`src/rtl/seq_step_ctrl.sv`:
```
// seq_step_ctrl: programmable code-table sequencer.
// Holds an 8-entry code table and a sequence length. It steps through the
// table under start/stop/pause control, in continuous or one-shot mode.
// Optional feature: define SEQ_PRESCALE_EN to gate advances with a
// PRESCALE-cycle divider. The default build advances on every non-paused
// RUN cycle.
module seq_step_ctrl #(
    parameter int W     = 3,
    parameter int DEPTH = 8
`ifdef SEQ_PRESCALE_EN
    ,
    parameter int PRESCALE = 4
`endif
) (
    input  logic         clk,
    input  logic         rst,
    input  logic         cfg_we,
    input  logic [2:0]   cfg_addr,
    input  logic [W-1:0] cfg_data,
    input  logic         cfg_len_we,
    input  logic [3:0]   cfg_len,
    input  logic         start,
    input  logic         stop,
    input  logic         pause,
    input  logic         one_shot,
    output logic [W-1:0] q,
    output logic [2:0]   idx,
    output logic         busy,
    output logic         step,
    output logic         done,
    output logic         cfg_err
);

    typedef enum logic [1:0] {
        IDLE = 2'b00,
        RUN  = 2'b01
    } state_t;

    localparam logic [3:0] MAX_LEN = 4'(DEPTH);
    localparam logic [3:0] RST_LEN = 4'd5;

`ifdef SEQ_PRESCALE_EN
    localparam int PW = (PRESCALE > 1) ? $clog2(PRESCALE) : 1;
    localparam logic [PW-1:0] PS_LAST = PW'(PRESCALE - 1);
`endif

    // Power-on contents of the code table: 0 -> 1 -> 3 -> 7 -> 2, rest zero.
    function automatic logic [W-1:0] default_code(input int i);
        case (i)
            1:       return W'(1);
            2:       return W'(3);
            3:       return W'(7);
            4:       return W'(2);
            default: return '0;
        endcase
    endfunction

    state_t       state, state_d;
    logic [W-1:0] tbl [DEPTH];
    logic [3:0]   len, len_d;
    logic         os_q, os_d;
    logic [2:0]   idx_d;
    logic [W-1:0] q_d;
    logic         step_d, done_d, err_d;
    logic         tbl_we;
    logic         adv;
    logic         at_last, out_of_range, len_ok;
    logic [2:0]   idx_next;

`ifdef SEQ_PRESCALE_EN
    logic [PW-1:0] pcnt, pcnt_d;
`endif

    assign at_last      = ({1'b0, idx} == (len - 4'd1));
    assign out_of_range = ({1'b0, idx} >= len);
    assign len_ok       = (cfg_len != 4'd0) && (cfg_len <= MAX_LEN);
    assign idx_next     = at_last ? 3'd0 : idx + 3'd1;
    assign busy         = (state == RUN);

    // State register; any encoding other than IDLE/RUN is recovered by the
    // next-state logic.
    // NOTE: every clocked register uses non-blocking assignment so all flops
    // sample the same pre-edge values regardless of statement order.
    always_ff @(posedge clk or negedge rst) begin
        if (!rst) state <= IDLE;
        else      state <= state_d;
    end

    // Next-state and next-output decode: stop > start > pause.
    // NOTE: every variable gets a default before the case so no path leaves
    // one unassigned, which would otherwise infer a latch.
    always_comb begin
        state_d = state;
        idx_d   = idx;
        q_d     = q;
        step_d  = 1'b0;
        done_d  = 1'b0;
        err_d   = 1'b0;
        os_d    = os_q;
        len_d   = len;
        tbl_we  = 1'b0;
        adv     = 1'b0;
`ifdef SEQ_PRESCALE_EN
        pcnt_d  = pcnt;
`endif
        case (state)
            IDLE: begin
                idx_d  = 3'd0;
                q_d    = tbl[0];
                tbl_we = cfg_we;
                if (cfg_len_we) begin
                    if (len_ok) len_d = cfg_len;
                    else        err_d = 1'b1;
                end
                if (start && !stop) begin
                    state_d = RUN;
                    os_d    = one_shot;
`ifdef SEQ_PRESCALE_EN
                    pcnt_d  = '0;
`endif
                end
            end
            RUN: begin
                err_d = cfg_we || cfg_len_we;
                if (stop) begin
                    state_d = IDLE;
                    idx_d   = 3'd0;
                    q_d     = tbl[0];
`ifdef SEQ_PRESCALE_EN
                    pcnt_d  = '0;
`endif
                end else if (!pause) begin
`ifdef SEQ_PRESCALE_EN
                    if (pcnt == PS_LAST) begin
                        pcnt_d = '0;
                        adv    = 1'b1;
                    end else begin
                        pcnt_d = pcnt + 1'b1;
                    end
`else
                    adv = 1'b1;
`endif
                    if (adv) begin
                        if (out_of_range) begin
                            idx_d  = 3'd0;
                            q_d    = tbl[0];
                            step_d = 1'b1;
                        end else if (os_q && at_last) begin
                            state_d = IDLE;
                            idx_d   = 3'd0;
                            q_d     = tbl[0];
                            done_d  = 1'b1;
                        end else begin
                            idx_d  = idx_next;
                            q_d    = tbl[idx_next];
                            step_d = 1'b1;
                        end
                    end
                end
            end
            default: begin
                state_d = IDLE;
                idx_d   = 3'd0;
                q_d     = tbl[0];
            end
        endcase
    end

    // Registered outputs and run-mode flag.
    always_ff @(posedge clk or negedge rst) begin
        if (!rst) begin
            idx     <= 3'd0;
            q       <= '0;
            step    <= 1'b0;
            done    <= 1'b0;
            cfg_err <= 1'b0;
            os_q    <= 1'b0;
        end else begin
            idx     <= idx_d;
            q       <= q_d;
            step    <= step_d;
            done    <= done_d;
            cfg_err <= err_d;
            os_q    <= os_d;
        end
    end

    // Code table and sequence length; both return to defaults on reset.
    // NOTE: the table is reset explicitly because its power-on contents are
    // part of the block's behaviour, so it must be built from flops rather
    // than a RAM macro.
    always_ff @(posedge clk or negedge rst) begin
        if (!rst) begin
            for (int i = 0; i < DEPTH; i++) tbl[i] <= default_code(i);
            len <= RST_LEN;
        end else begin
            if (tbl_we) tbl[cfg_addr] <= cfg_data;
            len <= len_d;
        end
    end

`ifdef SEQ_PRESCALE_EN
    // Prescale counter: clears on start/stop, holds on pause.
    always_ff @(posedge clk or negedge rst) begin
        if (!rst) pcnt <= '0;
        else      pcnt <= pcnt_d;
    end
`endif

endmodule

```
`config.mk`:
```
export PLATFORM = sky130hd
export DESIGN_NAME = seq_step_ctrl
export DESIGN_NICKNAME = d
export VERILOG_FILES = /design/src/rtl/seq_step_ctrl.sv
export SDC_FILE = /design/constraint.sdc
export NUM_CORES = 1
export LEC_CHECK = 0
export ABC_AREA = 1
export CAP_MARGIN = 20
export CORE_ASPECT_RATIO = 1.75
export CORE_MARGIN = 1
export CORE_UTILIZATION = 50
export DETAILED_ROUTE_END_ITERATION = 10
export HOLD_SLACK_MARGIN = 0.12
export PLACE_DENSITY = 0.74
export SLEW_MARGIN = 20
export SYNTH_ARGS = -nofsm -noshare
export SYNTH_HDL_FRONTEND = slang
export SYNTH_SLANG_ARGS = --single-unit
```
`constraint.sdc`:
```
create_clock -name clk -period 4.7 [get_ports clk]
set_input_delay 0.705 -clock clk [delete_from_list [all_inputs] [get_ports clk]]
set_output_delay 0.705 -clock clk [all_outputs]
set_load 0.01 [all_outputs]
```
# [After elaboration in Yosys (flattened, before gate mapping)]
# Cells that the tools add are included.
# W data, S select, Z words.
[classes] addsub=2 n_lt_le_gt_ge=5 n_eq_ne=6 n_mux=37 bitwise=2 n_reduce_logical=11
[ops] cell="$mux W3" n=14
[ops] cell="$bwmux W24" n=1
[ops] cell="$mux W1" n=13
[ops] cell="$mux W2" n=5
[ops] cell="$bmux W3 S3" n=1
[ops] cell="$demux W3 S3" n=1
[ops] cell="$ge A4 B4 Y1 const B" n=2
[ops] cell="$not A3 Y4" n=2
[ops] cell="$ne A3 B3 Y1 const B" n=2
[ops] cell="$eq A3 B4 Y1" n=1
[ops] cell="$ge A3 B4 Y1" n=1
[ops] cell="$le A4 B4 Y1 const B" n=1
[ops] cell="$logic_and A1 B1 Y1" n=4
[ops] cell="$lt A4 B1 Y1 const B" n=1
[ops] cell="$pmux W2 S2" n=1
[ops] cell="$reduce_and A4 Y1" n=1
[ops] cell="$reduce_bool A4 Y1" n=1
[ops] cell="$sub A4 B1 Y4 const B" n=1
[ops] cell="$add A3 B1 Y3 const B" n=1
[ops] cell="$ne A3 B2 Y1 const B" n=1
[ops] cell="$reduce_and A3 Y1" n=1
[ops] cell="$eq A2 B1 Y1 const B" n=1
[ops] cell="$logic_not A2 Y1" n=1
[ops] cell="$ne A2 B2 Y1 const B" n=1
[ops] cell="4 further kinds" n=4
[word_totals] register_bits=40 inputBits=18 output_inout_bits=10 elab_cells=79

# [Longest topological paths before layout]
# Gate-level depths: netlist of the first run.
[depth] word_depth=12 ltp_mapped=16

# [Worst setup path after synthesis of the first run]
# No wires, ideal clock.
[synth_path] path_type="register to register" from="register idx[0]" to="register q[1]" setup_ns=0.122 arrival_ns=2.071 required_ns=4.578 path_slack_ns=2.507 path_stages_with_launch=17 n_path_buf=2 synth_period_minus_slack_ns=2.193 path_cell_list="dfrtp_1 > inv_1 > clkbuf_1 > ha_1 > inv_1 > nand2_1 > nor2_1 > nand2_1 > nor2_2 > nand2_4 > nand2_2 > buf_6 > nor2_2 > nand2_1 > nand3_1 > nand3_1 > a21oi_2"
[synth_between] elab_chain_len=11
[synth_rtl] element="from (decl)" line_no="27" text="output logic [2:0] idx,"
[synth_rtl] element="from (signal assigned)" line_no="179" text="idx <= idx_d;"
[synth_rtl] element="$add A3 B1 Y3 / $eq A3 B4 Y1 (equally long branches)" line_no="77, 74"
[synth_rtl] element="$mux W3" line_no="77" text="assign idx_next = at_last ? 3'd0 : idx + 3'd1;"
[synth_rtl] element="$not A3 Y4 (not written as such)" line_no="155" text="q_d = tbl[idx_next];"
[synth_rtl] element="$bmux W3 S3" line_no="155"
[synth_rtl] element="$mux W3 (not written as such) (2 in a row)" line_no="155"
[synth_rtl] element="$mux W3" line_no="148" text="end else if (os_q && at_last) begin"
[synth_rtl] element="$mux W3 (*)" line_no="144" text="if (out_of_range) begin"
[synth_rtl] element="$mux W3 (*)" line_no="132" text="end else if (!pause) begin"
[synth_rtl] element="$mux W3 (*)" line_no="125" text="if (stop) begin"
[synth_rtl] element="$mux W3 (*)" line_no="106" text="case (state)"
[synth_rtl] element="to (signal assigned)" line_no="180" text="q <= q_d;"
[synth_rtl] element="to (decl)" line_no="26" text="output logic [W-1:0] q,"
# Every way passes the cells marked *; elsewhere a longest branch is shown, timed or not. The select of a mux whose other input is x is not followed.
# A chain may end at the register's enable or synchronous reset.

# [Worst setup path in the final report of the first run]
[layout_path] from="register idx[0]" to="register q[2]"
# The elaborated chain is that of the path after synthesis.

==> results.json, run 1 <==
{
  "dp.cells": 345,
  "drtIter0Drc": 76,
  "setup_ws_ns": 2.34,
  "grt_antenna_before_repair": 0,
  "critPathKind": "register to register",
  "crit_start": "idx[0]",
  "grt_overflow": 0,
  "required_ns": 4.88,
  "rsz0062_at_grt": "no",
  "routabilityCongestion": 0.913,
  "antenna_left": 0,
  "cts_tree": "built",
  "path_cells": "inv_1, ha_1, inv_1, nand2_1, nor2_1, nand2_1, nor2_2, nand2_4, nand2_2, inv_1, nand3_1, nand3_1, nand3_1, a21oi_2",
  "drc_errors": 0,
  "cts_post_setup_buffers_inserted": 0,
  "outcome": "finished clean",
  "grt_max_degree": 40,
  "crit_family": "simple AND/OR/NAND/NOR gates",
  "ys_warn_count": 0,
  "area_delta_synth_final_pct": 18.1,
  "relSlewSlack_pct": 42.1,
  "setup_tns_ns": 0,
  "fin_skew_ns": 0.00330,
  "hold_class": "register to register",
  "syn_nets": 296,
  "layoutNonFillerInstCount": 353,
  "dieArea_um2": 4480,
  "synth_area_um2": 2100,
  "crit_arrival_ns": 2.54,
  "synth_top_area_share_pct": 35.7,
  "min_period_over_period_pct": 50.2,
  "grt_pass1_wl_um": 7850,
  "pin_count": 28,
  "layout_commonest_cell": "nand2_1",
  "synth.distinct_cells": 24,
  "drt-total-wl_um": 4880,
  "grt_pass1_vias": 1721,
  "dieWidth_um": 51.0,
  "hold_violations": 0,
  "clockBufferDepth": 2,
  "crit_path_top_delay_cell": "dfrtp_1",
  "p_leak_nw": 1.21,
  "core-area_um2": 3940,
  "cts_root_buffer": "clkbuf_8",
  "fp-row-count": 30,
  "critPathBufInv": 3,
  "fin_crit_ns": 2.36,
  "cap_viol_max_count": 0,
  "vias_per_cell": 5.19,
  "cts_sinks": 39,
  "reg2regPathDepth": 14,
  "worst_pin_slew_ns": 0.869,
  "n_antenna_cell": 0,
  "die_h_um": 87.8,
  "syn_area_per_cell_um2": 7.70,
  "powerDensity_nw_per_um2": 500,
  "synth-seq-cells": 39,
  "io_buffers": 27,
  "pre_cts_ws_ns": 2.37,
  "insertion_delay_ns": 0.29,
  "maxSlewViolCount": 0,
  "final_cell_mix": "nand2_1, inv_1, nand3_1",
  "track_usage_pct": 24.1,
  "peakVddDrop_mv": 0.298,
  "rr_startpoint": "idx[0]",
  "postCtsHoldBufs": 0,
  "regToRegSetupSlack_ns": 2.34,
  "cts_resized": 0,
  "cp_max_fo": 15,
  "cp-end-kind": "register",
  "startpoint_type": "register",
  "cp_slowest_stage_delay_ns": 0.41,
  "yosys.area.top_type": "dfrtp_1",
  "via_count": 1831,
  "worst-path-stages": 14,
  "firstDrtPassIters": 4,
  "ctsHtreeMaxLevel": 2,
  "setup_violations": 0,
  "wl_per_cell_um": 13.8,
  "cts.reportedPaths.clkPinSlew_ns": 0.07,
  "seq_area_frac_synth_pct": 47.0,
  "fmax_ghz": 0.424,
  "start_util_pct": 53.3,
  "syn_inst": 273,
  "min-delay-start": "tbl[5]",
  "nets": 327,
  "drive_gt1_share_pct": 11.5,
  "holdPathStages": 2,
  "cts_made_buffers": 5,
  "dp_hpwl_um": 3740,
  "ys_top_cells_by_area": "dfrtp_1, dfstp_2, nand2_1"
}
kinds of logic after synthesis:
group | Yosys count | synth area share (%)
AOI/OAI and AO/OA | 43 | 11.0
adders and majority gates | 5 | 2.98
buffers and inverters | 49 | 9.46
DFF | 39 | 47.0
muxes | 1 | 0.536
and+or+nand+nor | 136 | 29.1
cell usage after synthesis (all sizes together):
library cell and n:
a31oi 1, or2 1, ha 5, nor3 1
dfrtp 30, mux2 1, nand2 67, o22ai 2
nand4 2, inv 46, nand3 36, o21ai 29
a21oi 11, dfstp 9, buf 2, clkbuf 1
nor2 29
per-layer routing:
| metal | wire length, um | global-route usage, % | up-vias |
|---|---|---|---|
| met4 | 194 | 12.6 | 0 |
| met5 | 0 | 0 | - |
| met3 | 185 | 4.34 | 15 |
| met1 | 1910 | 25.6 | 828 |
| met2 | 2590 | 44.0 | 58 |
| li1 | - | - | 930 |
worst paths after layout:
kind | to
max | q[2]
min | tbl[5]
max reg2reg | q[2]
min reg2reg | tbl[5]
max in group asynchronous | os_q
min in group asynchronous | cfg_err
state kept, by name, summed over array words and instances (netlist names):
name / cells
tbl: 24
len: 4
idx: 3
q: 3
cfg_err: 1
done: 1
os_q: 1
state: 1
step: 1
through the flow:
step / total power (W) / hold WS [ns] / area (um2) / utilization (%)
final: 0.00124 / 0.489 / 2480 / 63.0
after global routing: 0.00133 / 0.509 / 2480 / 63.0
after CTS: 0.00124 / 0.492 / 2480 / 63.0
after detailed placement: 0.00103 / 0.474 / 2400 / 60.9
after global placement: 0.00101 / 0.469 / 2400 / 60.9
after floorplan: 0.000871 / 0.409 / 2100 / -
layout make-up:
class	count	area [um2]
Clock buffer	7	76.3
Clock inverter	1	5.00
Fill cell	384	1460
Inverter	46	173
Multi-Input combinational cell	185	916
Sequential cell	39	987
Tap cell	48	60.1
Timing Repair Buffer	27	265
where the power goes:
part,switching [W],leakage (nW),total (W),internal [W]
clock,0.000111,0.0422,0.000215,0.000104
combinational,0.000304,0.694,0.000497,0.000193
sequential,0.0000628,0.472,0.000528,0.000465
total,0.000478,1.21,0.00124,0.000762
worst register-to-register path, stage by stage, from the launching register on:
cell	delay [ns]
dfrtp_1	0.41
inv_1	0.34
ha_1	0.31
inv_1	0.07
nand2_1	0.05
nor2_1	0.11
nand2_1	0.08
nor2_2	0.12
nand2_4	0.12
nand2_2	0.21
inv_1	0.11
nand3_1	0.09
nand3_1	0.08
nand3_1	0.09
a21oi_2	0.06
(Power assumes the default switching activity.)
==> inputs of run 2 (changes only) <==
Settings changed: CORE_UTILIZATION 50 to 49, PLACE_DENSITY 0.74 to 0.75.
Clock period 4.7 ns to 2.1 ns, I/O delays scaled along.
==> run 2 against run 1 <==
Clock-buffer cell count is 2 lower. Hold slack worse by 0.38 ns. Die area is 2.0% higher. Clock power is 130% higher. Sequential power is 130% higher. The flow now finishes with violations (setup timing). Sequential cell count stayed put.
==> results.json, run 2 (synthesis gave the netlist of run 1 again) <==
{
  "outcome": "finished with violations",
  "violations": "setup timing",
  "hold_class": "input port to asynchronous set/reset pin",
  "clockBufferDepth": 2,
  "dieWidth_um": 51.5,
  "antenna_left": 0,
  "fmax_ghz": 0.457,
  "n_antenna_cell": 0,
  "fin_skew_ns": 0.0115,
  "insertion_delay_ns": 0.30,
  "routabilityCongestion": 0.856,
  "io_buffers": 27,
  "track_usage_pct": 23.2,
  "firstDrtPassIters": 4,
  "layout_commonest_cell": "nand2_1",
  "grt_max_degree": 40,
  "final_cell_mix": "nand2_1, inv_1, dfrtp_1",
  "ctsHtreeMaxLevel": 2,
  "gr-usage-met3_pct": 4.12,
  "largest_reg_flops": 24,
  "pre_cts_ws_ns": -0.0352,
  "hold_violations": 0,
  "worst_pin_slew_ns": 0.843,
  "drt-total-wl_um": 5820,
  "cp-end-kind": "register",
  "use_met2_pct": 44.7,
  "cap_viol_max_count": 0,
  "core-area_um2": 4110,
  "regMostFlops": "tbl",
  "start_util_pct": 51.1,
  "postCtsHoldBufs": 0,
  "area_delta_synth_final_pct": 31.9,
  "post-route-cell-area_um2": 2770,
  "top_regs": "tbl: 24 flops, len: 4 flops",
  "n_fill_cell": 358,
  "via_count": 2008,
  "grt_pass1_vias": 1811,
  "required_ns": 2.34,
  "cp_max_fo": 8,
  "multi_input_area_um2": 1100,
  "fp-row-count": 31,
  "die_h_um": 88.6,
  "fin_crit_ns": 2.19,
  "cts_sinks": 39,
  "setup_ws_ns": -0.0900,
  "rsz0062_at_grt": "yes",
  "seq_area_um2": 987,
  "startpoint_type": "register",
  "cts_tree": "built",
  "nets": 339,
  "peakVddDrop_mv": 0.772,
  "pin_count": 28,
  "grt_pass1_wl_um": 7600,
  "grt_overflow": 0,
  "grt_antenna_before_repair": 0,
  "drive_gt1_share_pct": 25.2,
  "grt_busiest_layer": "met2",
  "wl_per_cell_um": 15.9,
  "p_leak_nw": 1.33,
  "dp_hpwl_um": 3840,
  "relSlewSlack_pct": 43.8,
  "powerDensity_nw_per_um2": 1170,
  "critPathKind": "register to register",
  "dpl-instance-area_um2": 2450,
  "cts_made_buffers": 5,
  "drc_errors": 0,
  "maxSlewViolCount": 0,
  "cts.reportedPaths.clkPinSlew_ns": 0.08,
  "use_met1_pct": 21.0,
  "dieArea_um2": 4570,
  "setup_violations": 3,
  "vias_per_cell": 5.49,
  "min_period_over_period_pct": 104,
  "cts_root_buffer": "clkbuf_8",
  "drtIter0Drc": 82,
  "crit_arrival_ns": 2.43
}
[run 2: what timing repair did]
| item | CTS | global route |
|---|---|---|
| pin swaps | 0 | 20 |
| gates resized for setup | 2 | 39 |
| cloned | 0 | 1 |
| endpoints found under the setup margin | 3 | 4 |
| setup buffers | 0 | 5 |
[run 2: path summary, 6_finish.rpt]
| path | startpoint | endpoint | slack (ns) | cells past startpoint |
|---|---|---|---|---|
| max | len[0] | q[2] | -0.09 | 14 |
| min | rst | step | 0.11 | 1 |
| max reg2reg | len[0] | q[2] | -0.09 | 14 |
| min reg2reg | tbl[20] | tbl[20] | 0.49 | 2 |
| max in group asynchronous | rst | tbl[8] | 1.44 | 1 |
| min in group clk | tbl[20] | tbl[20] | 0.49 | 2 |
[run 2: per-stage QoR]
step,hold slack (ns),total power (W),std cells,utilization (%),TNS (ns)
floorplan,0.0194,0.00195,273,-,0
CTS,0.148,0.00283,360,61.8,0
global route,0.183,0.00341,366,67.4,-0.641
finish,0.109,0.00323,366,67.4,-0.226
global placement,0.461,0.00231,352,59.5,0
detailed placement,0.463,0.00233,352,59.5,-0.0378
[run 2: metal layers]
metal / vias up / routed length [um]
met2: 59 / 3320
met3: 28 / 158
met1: 960 / 2050
met4: 0 / 293
li1: 961 / -
met5: - / 0
[run 2: cell type report]
cell class,instances,area share [%]
multi-input combinational,186,39.8
clock buffer,5,2.48
inverter,46,6.32
timing repair buffer,38,13.1
tap,49,2.21
clock inverter,3,0.542
sequential,39,35.6
[run 2: worst max-delay path, cell delays in order (launching register included)]
cell and delay [ns]:
dfstp_2 0.55, buf_6 0.10, ha_4 0.19, inv_2 0.05
nand2_2 0.04, nor2_2 0.12, nand2_1 0.08, nor2_2 0.17
nand2_4 0.17, buf_6 0.19, nand3_2 0.07, nand3_2 0.09
nand3_2 0.10, nand3_2 0.07, a21oi_2 0.13
[run 2: power breakdown]
group	leakage, nW	switching (W)	internal [W]	total, W
sequential	0.472	0.000145	0.00104	0.00119
combinational	0.807	0.000924	0.000632	0.00156
clock	0.0477	0.000262	0.000227	0.000489
==> inputs of run 3 (changes only) <==
Settings changed: TNS_END_PERCENT set to 1.
==> run 3 against run 2 <==
The flow still finishes with violations (setup timing). Sequential cell count unchanged. Maximum frequency up 0.75%. Global-route usage unchanged. Combinational power about the same. Non-clock buffer count unchanged. Clock skew down 0.00062 ns. Sequential power about the same. Largest cell class unchanged.
==> results.json, run 3 (synthesis gave the netlist of run 1 again) <==
{
  "outcome": "finished with violations",
  "violations": "setup timing",
  "p_leak_nw": 1.33,
  "nets": 339,
  "top_regs": "tbl: 24 flops, len: 4 flops",
  "grt_antenna_before_repair": 0,
  "drtIter0Drc": 93,
  "drc_errors": 0,
  "worst_pin_slew_ns": 0.840,
  "reg2regPathDepth": 14,
  "dieWidth_um": 51.5,
  "setup_ws_ns": -0.0736,
  "cts_made_buffers": 5,
  "cts_root_buffer": "clkbuf_8",
  "fmax_ghz": 0.460,
  "drt-total-wl_um": 5680,
  "path_cells": "buf_6, ha_4, inv_2, nand2_2, nor2_2, nand2_1, nor2_2, nand2_4, buf_6, nand3_4, inv_4, nand3_2, nand3_2, a21oi_2",
  "fp-row-count": 31,
  "antenna_left": 0,
  "min_period_over_period_pct": 104,
  "firstDrtPassIters": 4,
  "setup_tns_ns": -0.197,
  "pre_cts_ws_ns": -0.0352,
  "dieArea_um2": 4570,
  "rsz0062_at_grt": "yes",
  "ctsHtreeMaxLevel": 2,
  "n_antenna_cell": 0,
  "fin_util_pct": 67.4,
  "area_delta_synth_final_pct": 31.9,
  "fin_crit_ns": 2.17,
  "reg2reg_to": "q[2]",
  "hold_violations": 0,
  "io_buffers": 27,
  "cts_tree": "built",
  "setup_violations": 3,
  "peakVddDrop_mv": 0.689,
  "dp_hpwl_um": 3840,
  "fin_skew_ns": 0.0109,
  "track_usage_pct": 23.2,
  "pin_count": 28,
  "cp-end-kind": "register",
  "relSlewSlack_pct": 44.0,
  "cp_max_fo": 8,
  "regToRegSetupSlack_ns": -0.07,
  "crit_path_top_delay_cell": "dfstp_2",
  "cap_viol_max_count": 0,
  "regMostFlops": "tbl",
  "grt_pass1_vias": 1811,
  "final_cell_mix": "nand2_1, inv_1, dfrtp_1",
  "insertion_delay_ns": 0.30,
  "powerDensity_nw_per_um2": 1160,
  "postCtsHoldBufs": 0,
  "critPathKind": "register to register",
  "grt_overflow": 0,
  "core-area_um2": 4110,
  "cts_sinks": 39,
  "rr_startpoint": "len[0]",
  "cp_slowest_stage_delay_ns": 0.55,
  "maxSlewViolCount": 0,
  "vias_per_cell": 5.44,
  "routabilityCongestion": 0.856,
  "grt_pass1_wl_um": 7600,
  "largest_reg_flops": 24,
  "drive_gt1_share_pct": 24.9,
  "wl_per_cell_um": 15.5,
  "grt_max_degree": 40,
  "via_count": 1991,
  "required_ns": 2.34,
  "clockBufferDepth": 2,
  "startpoint_type": "register",
  "start_util_pct": 51.1,
  "cts.reportedPaths.clkPinSlew_ns": 0.08,
  "hold_class": "input port to asynchronous set/reset pin",
  "die_h_um": 88.6,
  "layout_commonest_cell": "nand2_1",
  "crit_arrival_ns": 2.41
}
-- run 3: how the worst max path moves through the flow --
stage	startpoint	end	slack (ns)	depth (start not counted)
after global placement	len[0]	q[1]	0.02	14
after global routing	len[0]	q[2]	-0.16	14
after floorplan	idx[0]	q[1]	0.02	16
final	len[0]	q[2]	-0.07	14
after CTS	len[0]	q[1]	0.004	14
after detailed placement	len[0]	q[1]	-0.04	14
-- run 3: layout make-up --
cell class | count | area [um2]
well taps | 49 | 61.3
inverters | 46 | 175
repair buffers | 38 | 363
fillers | 354 | 1340
clock inverters | 3 | 15.0
flip-flops and latches | 39 | 987
multi-input cells | 186 | 1100
clock buffers | 5 | 68.8
-- run 3: report_power, final --
group / total, W / internal [W] / switching (W)
sequential: 0.00118 / 0.00104 / 0.000144
clock: 0.000487 / 0.000227 / 0.000260
combinational: 0.00155 / 0.000636 / 0.000918
-- run 3: per-stage QoR --
| step | hold WS (ns) | power [W] | cells | instance area, um2 |
|---|---|---|---|---|
| after floorplan | 0.0194 | 0.00195 | 273 | 2100 |
| final | 0.0980 | 0.00323 | 366 | 2770 |
| after detailed placement | 0.463 | 0.00233 | 352 | 2450 |
| after CTS | 0.148 | 0.00283 | 360 | 2540 |
| after global placement | 0.461 | 0.00231 | 352 | 2450 |
| after global routing | 0.180 | 0.00340 | 366 | 2770 |
-- run 3: what timing repair did --
action,in CTS,in global routing
buffers inserted,0,5
gates cloned,0,1
pin swaps,0,18
gates resized for setup,2,38
setup endpoints to repair,3,4
-- run 3: per-layer routing --
metal | part of all wire [%] | global-route usage, % | wire length, um | up-vias
li1 | - | - | - | 965
met1 | 35 | 21.0 | 2000 | 954
met2 | 57 | 44.7 | 3260 | 49
met3 | 2.4 | 4.12 | 137 | 23
met4 | 4.9 | 15.7 | 278 | 0
met5 | 0 | 0 | 0 | -
-- run 3: worst max-delay path, delay by kind of cell, from the launching register on --
| kind | cells | cell delay [ns] |
|---|---|---|
| compound gates | 1 | 0.13 |
| fa+ha+maj | 1 | 0.19 |
| buf+inv | 4 | 0.38 |
| flops | 1 | 0.55 |
| simple gates | 8 | 0.85 |
